$ cat src/rtl/cfu_popcount_initiator.sv
// cfu_popcount_initiator: streams cmd_len words into a handshaked popcount CFU, keeps up to MAX_OUT requests in flight and sums the in-order responses; define CFU_POPCOUNT_INIT_SAT_EN for a saturating accumulator with a sticky done_sat flag.
module cfu_popcount_initiator #(
    parameter int FUNC_ID_W = 10,
    parameter int DATA_W    = 32,
    parameter int LEN_W     = 16,
    parameter int ACC_W     = 32,
    parameter int MAX_OUT   = 4
) (
    input  logic                 clk,
    input  logic                 rst,
    input  logic                 cmd_valid,
    output logic                 cmd_ready,
    input  logic [LEN_W-1:0]     cmd_len,
    input  logic [FUNC_ID_W-1:0] cmd_function_id,
    input  logic                 word_valid,
    output logic                 word_ready,
    input  logic [DATA_W-1:0]    word_data,
    output logic                 req_valid,
    input  logic                 req_ready,
    output logic [FUNC_ID_W-1:0] req_function_id,
    output logic [DATA_W-1:0]    req_data,
    input  logic                 resp_valid,
    output logic                 resp_ready,
    input  logic [DATA_W-1:0]    resp_data,
    output logic                 done_valid,
    input  logic                 done_ready,
`ifdef CFU_POPCOUNT_INIT_SAT_EN
    output logic                 done_sat,
`endif
    output logic [ACC_W-1:0]     done_sum
);
    localparam logic [1:0] IDLE = 2'd0, RUN = 2'd1, DONE = 2'd2;
    logic [1:0]           state_q, state_d;
    logic [LEN_W-1:0]     len_q, issued_q, received_q;
    logic [FUNC_ID_W-1:0] fid_q;
    logic [3:0]           out_q;
    logic [ACC_W-1:0]     acc_q, acc_d;
    logic                 resp_fire, last_resp;
`ifdef CFU_POPCOUNT_INIT_SAT_EN
    logic                 sat_q, sat_d;
    logic [ACC_W:0]       sum;
    assign done_sat = sat_q;
`endif
    assign cmd_ready       = state_q == IDLE;
    assign req_valid       = (state_q == RUN) && word_valid && (issued_q < len_q) && (out_q < 4'(MAX_OUT));
    assign word_ready      = req_valid && req_ready;
    assign req_data        = word_data;
    assign req_function_id = fid_q;
    assign resp_ready      = state_q == RUN;
    assign resp_fire       = resp_valid && resp_ready;
    assign last_resp       = resp_fire && (received_q + 1'b1 == len_q);
    assign done_valid      = state_q == DONE;
    assign done_sum        = acc_q;
    // accumulator update for one response, wrapping or saturating
    always_comb begin
`ifdef CFU_POPCOUNT_INIT_SAT_EN
        sum   = {1'b0, acc_q} + {1'b0, ACC_W'(resp_data)};
        acc_d = sum[ACC_W] ? '1 : sum[ACC_W-1:0];
        sat_d = sat_q | sum[ACC_W];
`else
        acc_d = acc_q + ACC_W'(resp_data);
`endif
    end
    // IDLE -> RUN (or straight to DONE for an empty command) -> DONE -> IDLE
    always_comb begin
        state_d = state_q;
        if (state_q == IDLE && cmd_valid) state_d = (cmd_len == '0) ? DONE : RUN;
        else if (state_q == RUN && last_resp) state_d = DONE;
        else if (state_q == DONE && done_ready) state_d = IDLE;
    end
    // command latch, issue/receive/in-flight counters and accumulator
    always_ff @(posedge clk or posedge rst) begin
        if (rst) begin
            state_q    <= IDLE;
            len_q      <= '0;
            fid_q      <= '0;
            issued_q   <= '0;
            received_q <= '0;
            out_q      <= '0;
            acc_q      <= '0;
`ifdef CFU_POPCOUNT_INIT_SAT_EN
            sat_q      <= 1'b0;
`endif
        end else begin
            state_q <= state_d;
            if (cmd_ready && cmd_valid) begin
                len_q      <= cmd_len;
                fid_q      <= cmd_function_id;
                issued_q   <= '0;
                received_q <= '0;
                out_q      <= '0;
                acc_q      <= '0;
`ifdef CFU_POPCOUNT_INIT_SAT_EN
                sat_q      <= 1'b0;
`endif
            end else begin
                if (word_ready) issued_q <= issued_q + 1'b1;
                if (resp_fire) begin
                    received_q <= received_q + 1'b1;
                    acc_q      <= acc_d;
`ifdef CFU_POPCOUNT_INIT_SAT_EN
                    sat_q      <= sat_d;
`endif
                end
                out_q <= out_q + 4'(word_ready) - 4'(resp_fire);
            end
        end
    end
endmodule
$ cat config.mk
export PLATFORM = sky130hd
export DESIGN_NAME = cfu_popcount_initiator
export DESIGN_NICKNAME = d
export VERILOG_FILES = /design/src/rtl/cfu_popcount_initiator.sv
export SDC_FILE = /design/constraint.sdc
export NUM_CORES = 1
export LEC_CHECK = 0
export CAP_MARGIN = 15
export CORE_MARGIN = 2
export CORE_UTILIZATION = 45
export DETAILED_ROUTE_END_ITERATION = 10
export GPL_TIMING_DRIVEN = 0
export MAX_ROUTING_LAYER = met4
export PLACE_DENSITY = 0.78
export SLEW_MARGIN = 20
export SYNTH_ARGS = -nofsm -noshare
export SYNTH_HDL_FRONTEND = slang
export SYNTH_SLANG_ARGS = --single-unit
$ cat constraint.sdc
create_clock -name clk -period 3.1 [get_ports clk]
set_clock_uncertainty 0.15 [all_clocks]
set_input_delay 0.31 -clock clk [delete_from_list [all_inputs] [get_ports clk]]
set_output_delay 0.31 -clock clk [all_outputs]
set_load 0.1 [all_outputs]
==> results by stage, run 1 <==
Worst setup path:
- In this design, the critical path's most frequently occurring cell is sky130_fd_sc_hd__o21ai_2.
- The launching point of the worst reg2reg path is issued_q[9]$_DFFE_PP0P_.
- The source of the critical timing path is issued_q[9]$_DFFE_PP0P_.
- On the critical path, the stage with the largest delay is an instance of sky130_fd_sc_hd__dfrtp_1.
- The number of cells on the worst reg-to-reg path is 11.
- In this design, the stage delay of the slowest critical-path cell is 0.42 ns.
- Walking the worst path, the cells encountered are ha_1 -> nand3_1 -> nor2_2 -> a2111oi_4 -> o21ai_2 -> a21oi_2 -> o21ai_2 -> buf_4 -> clkinvlp_4 -> buf_12.
- The worst setup path is of the reg -> out kind.
- In this run the register-to-register setup slack is 0.16 ns.
- The critical path runs through a total of 10 cells.
- In this run the worst path has a maximum fanout of 4.
- The critical path required time is 2.64 ns.
- The endpoint arrival time on the critical path is 2.51 ns.
- The number of buffers and inverters on the critical path is 3.
- The end of the worst register-to-register path is out_q[1]$_DFF_PP0_.
- The worst setup path is captured at an output pin.
- The cell class contributing the biggest share of worst-path delay is compound AO/OA/AOI/OAI gates.
- The critical path capture point is req_valid.
- The category of the worst setup path launch point is a flop.

GRT:
- Entering global routing, the biggest net connects 73 pins.
- The via count of the first global-routing pass is 6018.
- The global-route wire length before repair is 28860 µm.
- After global routing the overflow that remains totals 0.
- The number of antenna violations at the first check in global routing is 0.
- Global routing used 22.70% of the available tracks across all layers.

Synthesis:
- Counting every instance in the synthesized netlist gives 793.
- The number of warnings printed during yosys synthesis is 0.
- The top cell type's share of synthesized area is 35.79%.
- After synthesis the netlist holds a flip-flop and latch count of 96.
- The number of enable flip-flop cells after synthesis is 0.
- The most used flip-flop cell after synthesis is sky130_fd_sc_hd__dfrtp_1.
- The leading area contributor after synthesis is sky130_fd_sc_hd__dfrtp_1.
- By area the synthesized netlist is led by sky130_fd_sc_hd__dfrtp_1, sky130_fd_sc_hd__ha_1, sky130_fd_sc_hd__nand2_1.
- In the post-synthesis netlist, the cell with the most instances is sky130_fd_sc_hd__nand2_1.
- The number of different library cells used by synthesis comes to 59.
- Counting instances in the post-synthesis netlist gives the leading cell types as sky130_fd_sc_hd__nand2_1, sky130_fd_sc_hd__dfrtp_1, sky130_fd_sc_hd__o21ai_0.
- Summing every instance area after synthesis gives 6711 µm².
- After synthesis, the share of flip-flops with an asynchronous set or reset is 100.0%.
- Synthesis produced a netlist with a net count of 945.
- The per-instance average area after synthesis is 8.463 µm².
- After synthesis, flip-flops and latches occupy 35.79% of the total area.

Placement:
- Including well taps, the total number of placed cells is 1121.
- Once placement finished, the instance area stood at 8429 µm².
- The placer congestion estimate is 0.8841.
- After legalization and detailed placement, the total HPWL measured 12880 µm.
- The count of buffers from port buffering is 143.

Status:
- The run finished with clean final reports.

Floorplan:
- The placeable core region is 14530 µm².
- The die covers 15910 µm².
- Row generation in the floorplan step produced 44 rows.
- For this configuration, the core starts out at a cell density of 46.18%.
- From left edge to right edge, the die measures 126.1 µm.
- The I/O pin total is 176.
- The die height is 126.1 µm.

Power and ir drop:
- For this design the ratio of total power to cell area is 1031 nW/µm².
- For this design the static power due to leakage is 3.951 nW.
- Across the VDD grid, the largest voltage drop is 723.5 µV.

STA:
- Counting I/O delays and the setup requirement, the final critical path takes 2.970 ns.
- The final critical path takes up 95.80% of the cycle.
- The worst pin sits at a relative slew slack of 32.60%.
- Setup repair after global routing left no endpoint under its margin.
- Timing would allow up to 336.7 MHz.
- Setup violations remaining at the end of the flow were counted as 0.
- The count of final hold-check violations is 0.
- The worst-margin pin slew is 1.008 ns.
- The final count of pins violating max slew is 0.

Routing:
- The wire length reported by the detailed router is 17210 µm.
- The detailed router finished its first iteration with 381 violations.
- The pre-antenna-repair detailed-routing pass consisted of 4 iterations.
- Dividing the detail-routed via count by the number of cells gives 5.426.
- The routed layout has 6234 vias.
- The DRC violation count after routing is 0.
- The detail-routed net length per standard cell is 14.98 µm.
- The number of nets with antenna violations after detailed routing is 0.

Min path:
- The min-delay analysis places its worst path in the category in -> async.

Clock tree:
- TritonCTS created 9 clock buffers.
- The clock tree from TritonCTS is built.
- The maximum buffer depth of the clock tree is 2.
- After clock tree synthesis, the clock-pin slew on the worst setup and hold paths is 0.07 ns.
- The clock latency on the worst-skew pair is 0.36 ns.
- For this design, the sink count on the clock tree is 96.
- The clock tree synthesis step divided the H-tree into 3 levels.
- The tree is rooted in a sky130_fd_sc_hd__clkbuf_16.

Flow run:
- The max-cap check violation count is 0.

Finish:
- The final instance count without filler cells is 1149.
- After the last flow step, the layout net total stands at 1112.
- Relative to the synthesized area, the layout overhead comes to 31.86%.
- The repair_antennas step left the layout with diodes totalling 0.
- Cells with a size suffix above 1 make up 9.845% of the layout.
- Once layout is done, the placed cells without fillers occupy 8850 µm².
logic make-up (layout without fill, tap and decap cells):
| kind of cell | after synthesis | count (layout) | share of synthesized area [%] |
|---|---|---|---|
| flip-flops | 96 | 96 | 35.79 |
| multiplexers | 7 | 7 | 1.044 |
| XOR/XNOR | 55 | 55 | 7.177 |
| AO/OA/AOI/OAI | 217 | 217 | 19.74 |
| AND/OR/NAND/NOR | 265 | 265 | 18.46 |
| adder cells (fa/ha/maj) | 55 | 55 | 10.48 |
| buffers and inverters | 98 | 270 | 7.308 |
flip-flops by register name, summed over array words and instances, names as in the netlist:
register / count
len_q: 16
req_function_id: 10
out_q: 4
issued_q: 16
done_sum: 32
received_q: 16
state_q: 2
report_power, final:
| part | switching (mW) | internal [mW] | leakage [nW] |
|---|---|---|---|
| clock | 0.505 | 0.564 | 0.128 |
| combinational | 4.10 | 1.88 | 2.60 |
| sequential | 0.369 | 1.70 | 1.22 |
| total | 4.98 | 4.15 | 3.95 |
metal layers:
metal / track usage (%) / part of all wire, % / up-vias
li1: - / - / 3074
met1: 30.52 / 46 / 2944
met2: 35.23 / 47 / 192
met3: 3.823 / 5.5 / 24
met4: 7.111 / 1.6 / 0
met5: - / 0 / -
metrics by stage:
stage	setup WS [ns]	hold slack, ns	power, mW	TNS [ns]	utilization, %
floorplan	-0.08331	0.2654	6.604	-0.1833	-
global placement	-1.781	0.3083	7.835	-142.92	57.77
detailed placement	-0.7762	0.3153	7.940	-2.543	58.00
CTS	0.01302	0.1348	9.075	0	60.43
global route	0.006663	0.1477	9.744	0	60.89
finish	0.1302	0.1316	9.124	0	60.89
worst min path at each step:
stage,endpoint,slack [ns]
after floorplan,len_q[0]$_DFFE_PP0P_,0.27
final,done_sum[3]$_DFFE_PP0P_,0.13
after CTS,done_sum[3]$_DFFE_PP0P_,0.13
after global routing,done_sum[3]$_DFFE_PP0P_,0.15
after detailed placement,req_function_id[3]$_DFFE_PP0P_,0.32
after global placement,req_function_id[3]$_DFFE_PP0P_,0.31
cell usage in the layout (no fill, tap or decap), types with 10 or more instances in the layout:
cell type / n
sky130_fd_sc_hd__o21a_1: 11
sky130_fd_sc_hd__xor2_1: 22
sky130_fd_sc_hd__nand3_1: 17
sky130_fd_sc_hd__nand2_1: 126
sky130_fd_sc_hd__nor2_1: 40
sky130_fd_sc_hd__clkdlybuf4s50_1: 141
sky130_fd_sc_hd__a21oi_1: 45
sky130_fd_sc_hd__nand4_1: 13
sky130_fd_sc_hd__o21ai_0: 91
sky130_fd_sc_hd__inv_1: 32
sky130_fd_sc_hd__a21o_1: 19
sky130_fd_sc_hd__buf_4: 45
sky130_fd_sc_hd__ha_1: 51
sky130_fd_sc_hd__xnor2_1: 33
sky130_fd_sc_hd__clkbuf_1: 25
sky130_fd_sc_hd__dfrtp_1: 91
sky130_fd_sc_hd__and3_1: 13
sky130_fd_sc_hd__nand2b_1: 10
cell type report:
type / instances / area [µm²]
flip-flops and latches: 96 / 2409
repair buffers: 156 / 1569
clock inverters: 5 / 32.53
well taps: 184 / 230.2
fillers: 1289 / 5684
plain buffers: 60 / 350.3
multi-input cells: 599 / 3865
inverters: 38 / 151.4
clock buffers: 11 / 242.7
timing repair:
action	in CTS	in global routing
setup buffers	5	7
gates resized for setup	22	9
hold buffers	0	0
endpoints found under the setup margin	2	10
pin swaps	2	2
worst register-to-register path, cell delays in order (launching register included):
cell	delay, ns
sky130_fd_sc_hd__dfrtp_1	0.42
sky130_fd_sc_hd__ha_1	0.30
sky130_fd_sc_hd__nand3_1	0.13
sky130_fd_sc_hd__nor2_2	0.07
sky130_fd_sc_hd__a2111oi_4	0.35
sky130_fd_sc_hd__o21ai_2	0.10
sky130_fd_sc_hd__a21oi_2	0.22
sky130_fd_sc_hd__buf_4	0.15
sky130_fd_sc_hd__o211a_4	0.20
sky130_fd_sc_hd__ha_2	0.20
sky130_fd_sc_hd__fa_1	0.39
sky130_fd_sc_hd__and2_1	0.14
(Power assumes the default switching activity.)
==> run 2, diff against run 1 <==
--- a/config.mk
+++ b/config.mk
@@ -8,8 +8,10 @@
 export CAP_MARGIN = 15
 export CORE_MARGIN = 2
 export CORE_UTILIZATION = 45
+export CTS_BUF_LIST = sky130_fd_sc_hd__clkbuf_8
 export DETAILED_ROUTE_END_ITERATION = 10
 export GPL_TIMING_DRIVEN = 0
+export HOLD_SLACK_MARGIN = 0.08
 export MAX_ROUTING_LAYER = met4
 export PLACE_DENSITY = 0.78
 export SLEW_MARGIN = 20
==> run 2 against run 1 <==
Against the previous run:
- utilization shrank 0.31 points
- non-clock buffer count rose by 2
- die area unchanged
- critical path type unchanged
- critical endpoint unchanged
- highest routed layer unchanged
==> results by stage, run 2 (synthesis gave the netlist of run 1 again) <==
Status:
- The run finished with clean final reports.

Routing:
- Wire segments on met2 add up to 8055 µm in the final route.
- The number of nets with antenna violations after detailed routing is 0.
- The wire length reported by the detailed router is 17170 µm.
- The DRC violation count after routing is 0.
- In this run, the number of DRC markers left after iteration 0 of detailed routing was 333.
- Wire segments on met3 add up to 846 µm in the final route.
- The first detailed-routing pass ran for 6 iterations.
- The highest signal layer in the routed design is met4.
- In the final routing, the length of wire on met1 measures 7998 µm.
- The detailed-route via count is 6200.
- The detail-routed net length per standard cell is 14.92 µm.
- After detailed routing, the number of vias per cell comes to 5.387.

Worst setup path:
- The worst reg-to-reg setup slack is 0.15 ns.
- The critical path is of the reg -> out type.
- The maximum fanout along the worst path is 5.
- The worst setup path is launched from a flop.
- By instance count, the cell type seen most on the critical path is sky130_fd_sc_hd__o21ai_2.
- Traced cell by cell, the critical path runs through ha_1 -> nand3_2 -> nor2_1 -> a2111oi_4 -> o21ai_2 -> a21oi_2 -> o21ai_2 -> buf_4 -> clkinvlp_4 -> buf_12.
- The library cell contributing the largest single delay on the critical path is sky130_fd_sc_hd__dfrtp_1.
- The biggest cell delay along the critical path is 0.44 ns.
- The type of element capturing the critical path is an output pin.
- The critical path required time is 2.64 ns.
- The endpoint arrival time on the critical path is 2.55 ns.

Floorplan:
- The horizontal extent of the die is 126.1 µm.
- The die height is 126.1 µm.
- In this run the standard cell core region covers 14530 µm².
- The full die area is 15910 µm².
- The initial core utilization is 46.18%.
- The floorplan has 44 rows.
- For this design the top-level I/O count stands at 176.

Finish:
- The most frequent standard cell in the layout excluding fill and tap cells is sky130_fd_sc_hd__clkdlybuf4s50_1.
- The utilization of the core after routing is 60.58%.
- The layout-stage area growth over the synthesis result is 31.19%.
- Fill cells in the final layout number 1298.
- The antenna diode count is 0.
- In the layout the commonest cells are sky130_fd_sc_hd__clkdlybuf4s50_1, sky130_fd_sc_hd__nand2_1, sky130_fd_sc_hd__o21ai_0, sky130_fd_sc_hd__dfrtp_1, sky130_fd_sc_hd__ha_1.
- The final net count is 1114.
- The flip-flop count of the largest register after layout is 32.
- The ratio of cells with drive above 1 in the final layout is 10.34%.

Power and ir drop:
- The power per cell area is 1008 nW/µm².
- For this design the total switching power over the nets is 4.967 mW.
- The share of total power in combinational logic is 67.9%.
- The static leakage power is 3.923 nW.
- Net switching is 55.94% of the power.
- The total internal power is 3.912 mW.
- The worst-case IR drop observed on VDD is 762.5 µV.
- The clock network is responsible for 8.9% of the overall power.
- Of the total power, registers draw 23.2%.

Clock tree:
- The clock reaches the later pin of the worst-skew pair after 0.40 ns.
- The total clock sinks is 96.
- The clock transition at the register clock pins on the worst setup and hold paths after CTS is 0.10 ns.
- The maximum buffer depth of the clock tree is 2.
- The master cell of the clock root buffer is sky130_fd_sc_hd__clkbuf_8.
- The number of hold buffers added after cts is 0.
- TritonCTS built the clock tree.
- Counting the buffers created by CTS gives 9.
- The H-tree generated during clock tree synthesis spans 3 levels.

Placement:
- The count of buffers from port buffering is 143.
- The HPWL after detailed placement is 12880 µm.
- The worst setup slack after placement is -0.7762 ns.
- The placer congestion estimate is 0.8841.

GRT:
- Entering global routing, the biggest net connects 73 pins.
- The via count of the first global-routing pass came to 5982.
- The number of antenna violations at the first check in global routing was 0.
- The first global-routing pass estimated 28680 µm of wire.
- Global routing consumed, over all layers together, 22.53% of the routing resources.
- The remaining global-route overflow is 0.

STA:
- For the final routed database, the setup TNS stands at 0 ns.
- The worst-margin pin slew is 1.007 ns.
- Setup violations remaining at the end of the flow were counted as 0.
- The final critical delay including setup and external delays is 3.005 ns.
- The worst hold slack is 0.08330 ns.
- The count of final hold-check violations is 0.
- The achievable clock frequency is 332.7 MHz.
- The post-route fraction of the period consumed by the critical path is 96.95%.
- Measured against its own limit, the worst slew margin works out to 32.68%.
- The setup slack of the critical path after layout is 0.09458 ns.
- The final count of pins violating max slew came to 0.

Min path:
- The type of the most critical hold path is in -> async.

Flow run:
- The max-cap check violation count is 0.
==> run 2: worst max-delay path: cells and delay by family (launching register included) <==
kind	cells	cell delay (ns)
compound gates	4	0.78
fa+ha+maj	1	0.32
buf+inv	3	0.44
flops	1	0.44
simple gates	2	0.15
==> run 2: path summary, 6_finish.rpt <==
check                                          startpoint                             end  cells after the start
min in group clk                       cmd_function_id[4]  req_function_id[4]$_DFFE_PP0P_                      3
hold / removal                                        rst        done_sum[22]$_DFFE_PP0P_                      2
setup reg to reg                  done_sum[1]$_DFFE_PP0P_        done_sum[31]$_DFFE_PP0P_                     10
setup / recovery                  issued_q[8]$_DFFE_PP0P_                       req_valid                     10
hold reg to reg            req_function_id[3]$_DFFE_PP0P_  req_function_id[3]$_DFFE_PP0P_                      2
max in group asynchronous                             rst            len_q[9]$_DFFE_PP0P_                      3
==> run 2: area by class of cell <==
class / count / area (µm²) / share of cell area (%)
plain buffers: 60 / 350.3 / 3.979
clock buffers: 10 / 137.6 / 1.563
clock inverters: 6 / 36.28 / 0.4121
inverters: 38 / 151.4 / 1.719
multi-input cells: 599 / 3906 / 44.37
flip-flops and latches: 96 / 2409 / 27.36
well taps: 184 / 230.2 / 2.615
repair buffers: 158 / 1584 / 17.99
==> run 2: power groups by stage <==
stage / Combinational (mW) / Sequential (mW) / Clock, mW
floorplan: 2.74 / 3.86 / 0
global placement: 5.76 / 2.08 / 0
detailed placement: 5.85 / 2.09 / 0
CTS: 5.92 / 2.07 / 0.804
global route: 6.51 / 2.12 / 0.846
finish: 6.03 / 2.06 / 0.787
==> run 2: routing by layer <==
layer | vias up | GRT usage [%]
li1 | 3076 | -
met1 | 2922 | 30.47
met2 | 181 | 35.01
met3 | 21 | 3.526
met4 | 0 | 6.981
met5 | - | -
==> run 2: what timing repair did <==
item,4_1_cts,5_1_grt
pin swaps,2,2
endpoints found under the setup margin,2,7
gates resized for setup,25,9
buffers inserted,6,8
==> run 2: metrics by stage <==
stage	total power, mW	cells	cell area [µm²]
detailed placement	7.940	1121	8429
floorplan	6.604	793	6735
global placement	7.835	1120	8397
global route	9.483	1151	8805
CTS	8.791	1143	8691
finish	8.879	1151	8805
==> run 3, diff against run 2 <==
==> constraint.sdc (replaced) <==
create_clock -name clk -period 3.1 [get_ports clk]
set_clock_uncertainty 0.15 [all_clocks]
set_input_delay 0.465 -clock clk [delete_from_list [all_inputs] [get_ports clk]]
set_output_delay 0.465 -clock clk [all_outputs]
set_load 0.1 [all_outputs]
==> run 3 against run 2 <==
Against the previous run:
- non-clock buffer count up 6
- register-to-register slack about the same
- hold slack better by 0.22 ns
- first-iteration DRC count up 28%
- design area up 2.0%
- global-route usage up 0.24 points
- worst setup slack worse by 0.015 ns
- sequential share of layout area down 0.51 points
- via count up 1.4%
- die area unchanged
- critical path type unchanged
- critical endpoint unchanged
- largest power group unchanged
==> results by stage, run 3 (synthesis gave the netlist of run 1 again) <==
STA:
- The relative max-transition margin is 31.75%.
- The final critical delay including setup and external delays is 3.020 ns.
- The count of final hold-check violations is 0.
- The setup slack of the critical path after layout is 0.07984 ns.
- Based on the critical path, the design can be clocked at up to 331.1 MHz.
- The worst hold slack is 0.3046 ns.
- The final count of pins violating max slew came to 0.
- The post-route fraction of the period consumed by the critical path is 97.42%.
- The final-report setup violation count is 0.
- At the pin with the least slew margin, the transition time is 1.021 ns.
- Setup repair after global routing could not meet its margin everywhere.

Finish:
- The final instance count without filler cells is 1156.
- The multi-input gate area in the final layout is 3961 µm².
- The most frequent standard cell in the layout excluding fill and tap cells is sky130_fd_sc_hd__clkdlybuf4s50_1.
- The filler cell count is 1301.
- The top cell types in the final layout, fill and taps aside, are sky130_fd_sc_hd__clkdlybuf4s50_1, sky130_fd_sc_hd__nand2_1, sky130_fd_sc_hd__dfrtp_1.
- The repair_antennas step left the layout with diodes totalling 0.
- The utilization of the core after routing is 61.77%.
- From synthesis to final layout, the design area changed by 33.76%.
- Of the cells placed in the final design, the portion with a size suffix greater than 1 is 11.93%.
- The register area is 2410 µm².
- For this run, the post-layout net count is 1120.
- The register with the most flip-flops in the layout has 32 of them.

Routing:
- The pre-antenna-repair detailed-routing pass consisted of 5 iterations.
- The DRC violation count after routing is 0.
- The number of DRC markers in iteration 0 is 425.
- The detail-routed net length per standard cell is 15.28 µm.
- The number of nets with antenna violations after detailed routing is 0.
- Dividing the detail-routed via count by the number of cells gives 5.437.
- The detailed-route via count is 6285.
- The wire length reported by the detailed router is 17660 µm.

Worst setup path:
- Data on the critical path arrives at its endpoint at 2.41 ns.
- The launching point of the worst reg2reg path is issued_q[5]$_DFFE_PP0P_.
- The category of the worst setup path launch point is a flop.
- Setup slack on the worst reg-to-reg path comes out at 0.16 ns.
- The critical path is of the reg -> out type.
- The number of cells on the worst reg-to-reg path is 12.
- The type of element capturing the critical path is an output pin.
- The end of the worst register-to-register path is out_q[1]$_DFF_PP0_.
- The critical path required time is 2.48 ns.
- The maximum fanout along the worst path is 5.

Power and ir drop:
- The static leakage power is 3.981 nW.
- The peak supply drop is 899.0 µV.
- The power per cell area is 1019 nW/µm².
- The overall power consumption is 9.145 mW.

Clock tree:
- The longest clock path from root to sink contains 2 buffers.
- At the later pin of the worst-skew pair, clock insertion delay measures 0.38 ns.
- Clock tree synthesis inserted a total of 9 buffers.
- The clock transition at the register clock pins on the worst setup and hold paths after CTS is 0.10 ns.
- The master cell of the clock root buffer is sky130_fd_sc_hd__clkbuf_8.
- Buffers inserted to repair hold after CTS numbered 0.
- The total clock sinks is 96.
- CTS built an H-tree with a depth of 3.
- The clock tree from TritonCTS is built.

Floorplan:
- The die height is 126.1 µm.
- The initial core utilization is 46.18%.
- The full die area is 15910 µm².
- For this design the top-level I/O count stands at 176.
- The horizontal extent of the die is 126.1 µm.
- The placeable core region is 14530 µm².
- After floorplanning, the core was divided into 44 placement rows.

GRT:
- The first global-routing pass estimated 29130 µm of wire.
- The overall routing resource usage is 22.77%.
- The via count of the first global-routing pass is 6176.
- For this run the aggregate overflow at the end of global routing stands at 0.
- The number of antenna violations at the first check in global routing is 0.
- The largest net degree at the start of global routing is 30.

Min path:
- The type of the most critical hold path is in -> async.

Placement:
- The post-placement cell count is 1123.
- Prior to clock tree synthesis, the placed netlist has a worst setup slack of -0.8855 ns.
- Once detailed placement completed, the half-perimeter wirelength came to 13230 µm.
- In this run the tool buffered the top-level ports with 143 buffer cells.
- The placer congestion estimate is 0.8862.

Flow run:
- Across the run, the number of max-cap violations was 0.

Status:
- The flow ran to the end, and the final reports show no timing, DRC or antenna violations.
[run 3: changes by cell type in the layout (fill, tap and decap cells not counted), sizes merged]
cell / previous run / this run
buf: 53 / 59
bufinv: 0 / 2
clkbuf: 34 / 33
clkinv: 3 / 2
inv: 37 / 36
[run 3: through the flow]
step	TNS, ns	cell area, µm²
finish	0	8977
global route	-0.09776	8977
CTS	0	8792
detailed placement	-4.505	8468
global placement	-4.023	8401
floorplan	-0.01667	6739
[run 3: report_power, final]
part	leakage (nW)	internal, mW	total (mW)	switching [mW]
Sequential	1.22	1.70	2.07	0.370
Combinational	2.66	1.97	6.15	4.19
Clock	0.102	0.454	0.927	0.473
Total	3.98	4.12	9.15	5.03
[run 3: area by class of cell]
| class | count | area share, % |
|---|---|---|
| Tap cell | 184 | 2.564 |
| Sequential cell | 96 | 26.84 |
| Clock inverter | 6 | 1.031 |
| Clock buffer | 9 | 1.380 |
| Inverter | 38 | 1.672 |
| Buffer | 58 | 3.791 |
| Timing Repair Buffer | 166 | 18.59 |
| Multi-Input combinational cell | 599 | 44.13 |
[run 3: timing repair]
| action | 4_1_cts | 5_1_grt |
|---|---|---|
| setup buffers | 10 | 10 |
| pin swaps | 8 | 7 |
| endpoints found under the setup margin | 3 | 13 |
| gates resized for setup | 23 | 26 |
[run 3: metal layers]
| metal | vias to the layer above | GRT usage [%] | share of wire [%] |
|---|---|---|---|
| li1 | 3086 | - | - |
| met1 | 2945 | 28.69 | 44 |
| met2 | 227 | 37.44 | 48 |
| met3 | 27 | 4.673 | 6.4 |
| met4 | 0 | 6.141 | 1.6 |
| met5 | - | - | 0 |
[run 3: worst max path at each step]
stage          depth (start not counted)            endpoint               startpoint  slack [ns]
6_report                              10           req_valid  issued_q[5]$_DFFE_PP0P_        0.08
5_1_grt                               10           req_valid  issued_q[5]$_DFFE_PP0P_       -0.05
4_1_cts                               11           req_valid     len_q[7]$_DFFE_PP0P_       0.008
3_5_place_dp                          12           req_valid     len_q[6]$_DFFE_PP0P_       -0.89
3_3_place_gp                          12           req_valid     len_q[6]$_DFFE_PP0P_       -0.88
2_1_floorplan                         11  out_q[1]$_DFF_PP0_  issued_q[6]$_DFFE_PP0P_       -0.02
[run 3: critical path, stage by stage (launching register included)]
cell                         delay (ns)
sky130_fd_sc_hd__dfrtp_2           0.46
sky130_fd_sc_hd__ha_1              0.28
sky130_fd_sc_hd__nand3_1           0.13
sky130_fd_sc_hd__nor2_4            0.05
sky130_fd_sc_hd__a2111oi_4         0.34
sky130_fd_sc_hd__o21ai_2           0.10
sky130_fd_sc_hd__a21oi_2           0.16
sky130_fd_sc_hd__buf_4             0.14
sky130_fd_sc_hd__o21ai_4           0.07
sky130_fd_sc_hd__clkinvlp_4        0.11
sky130_fd_sc_hd__buf_12            0.17
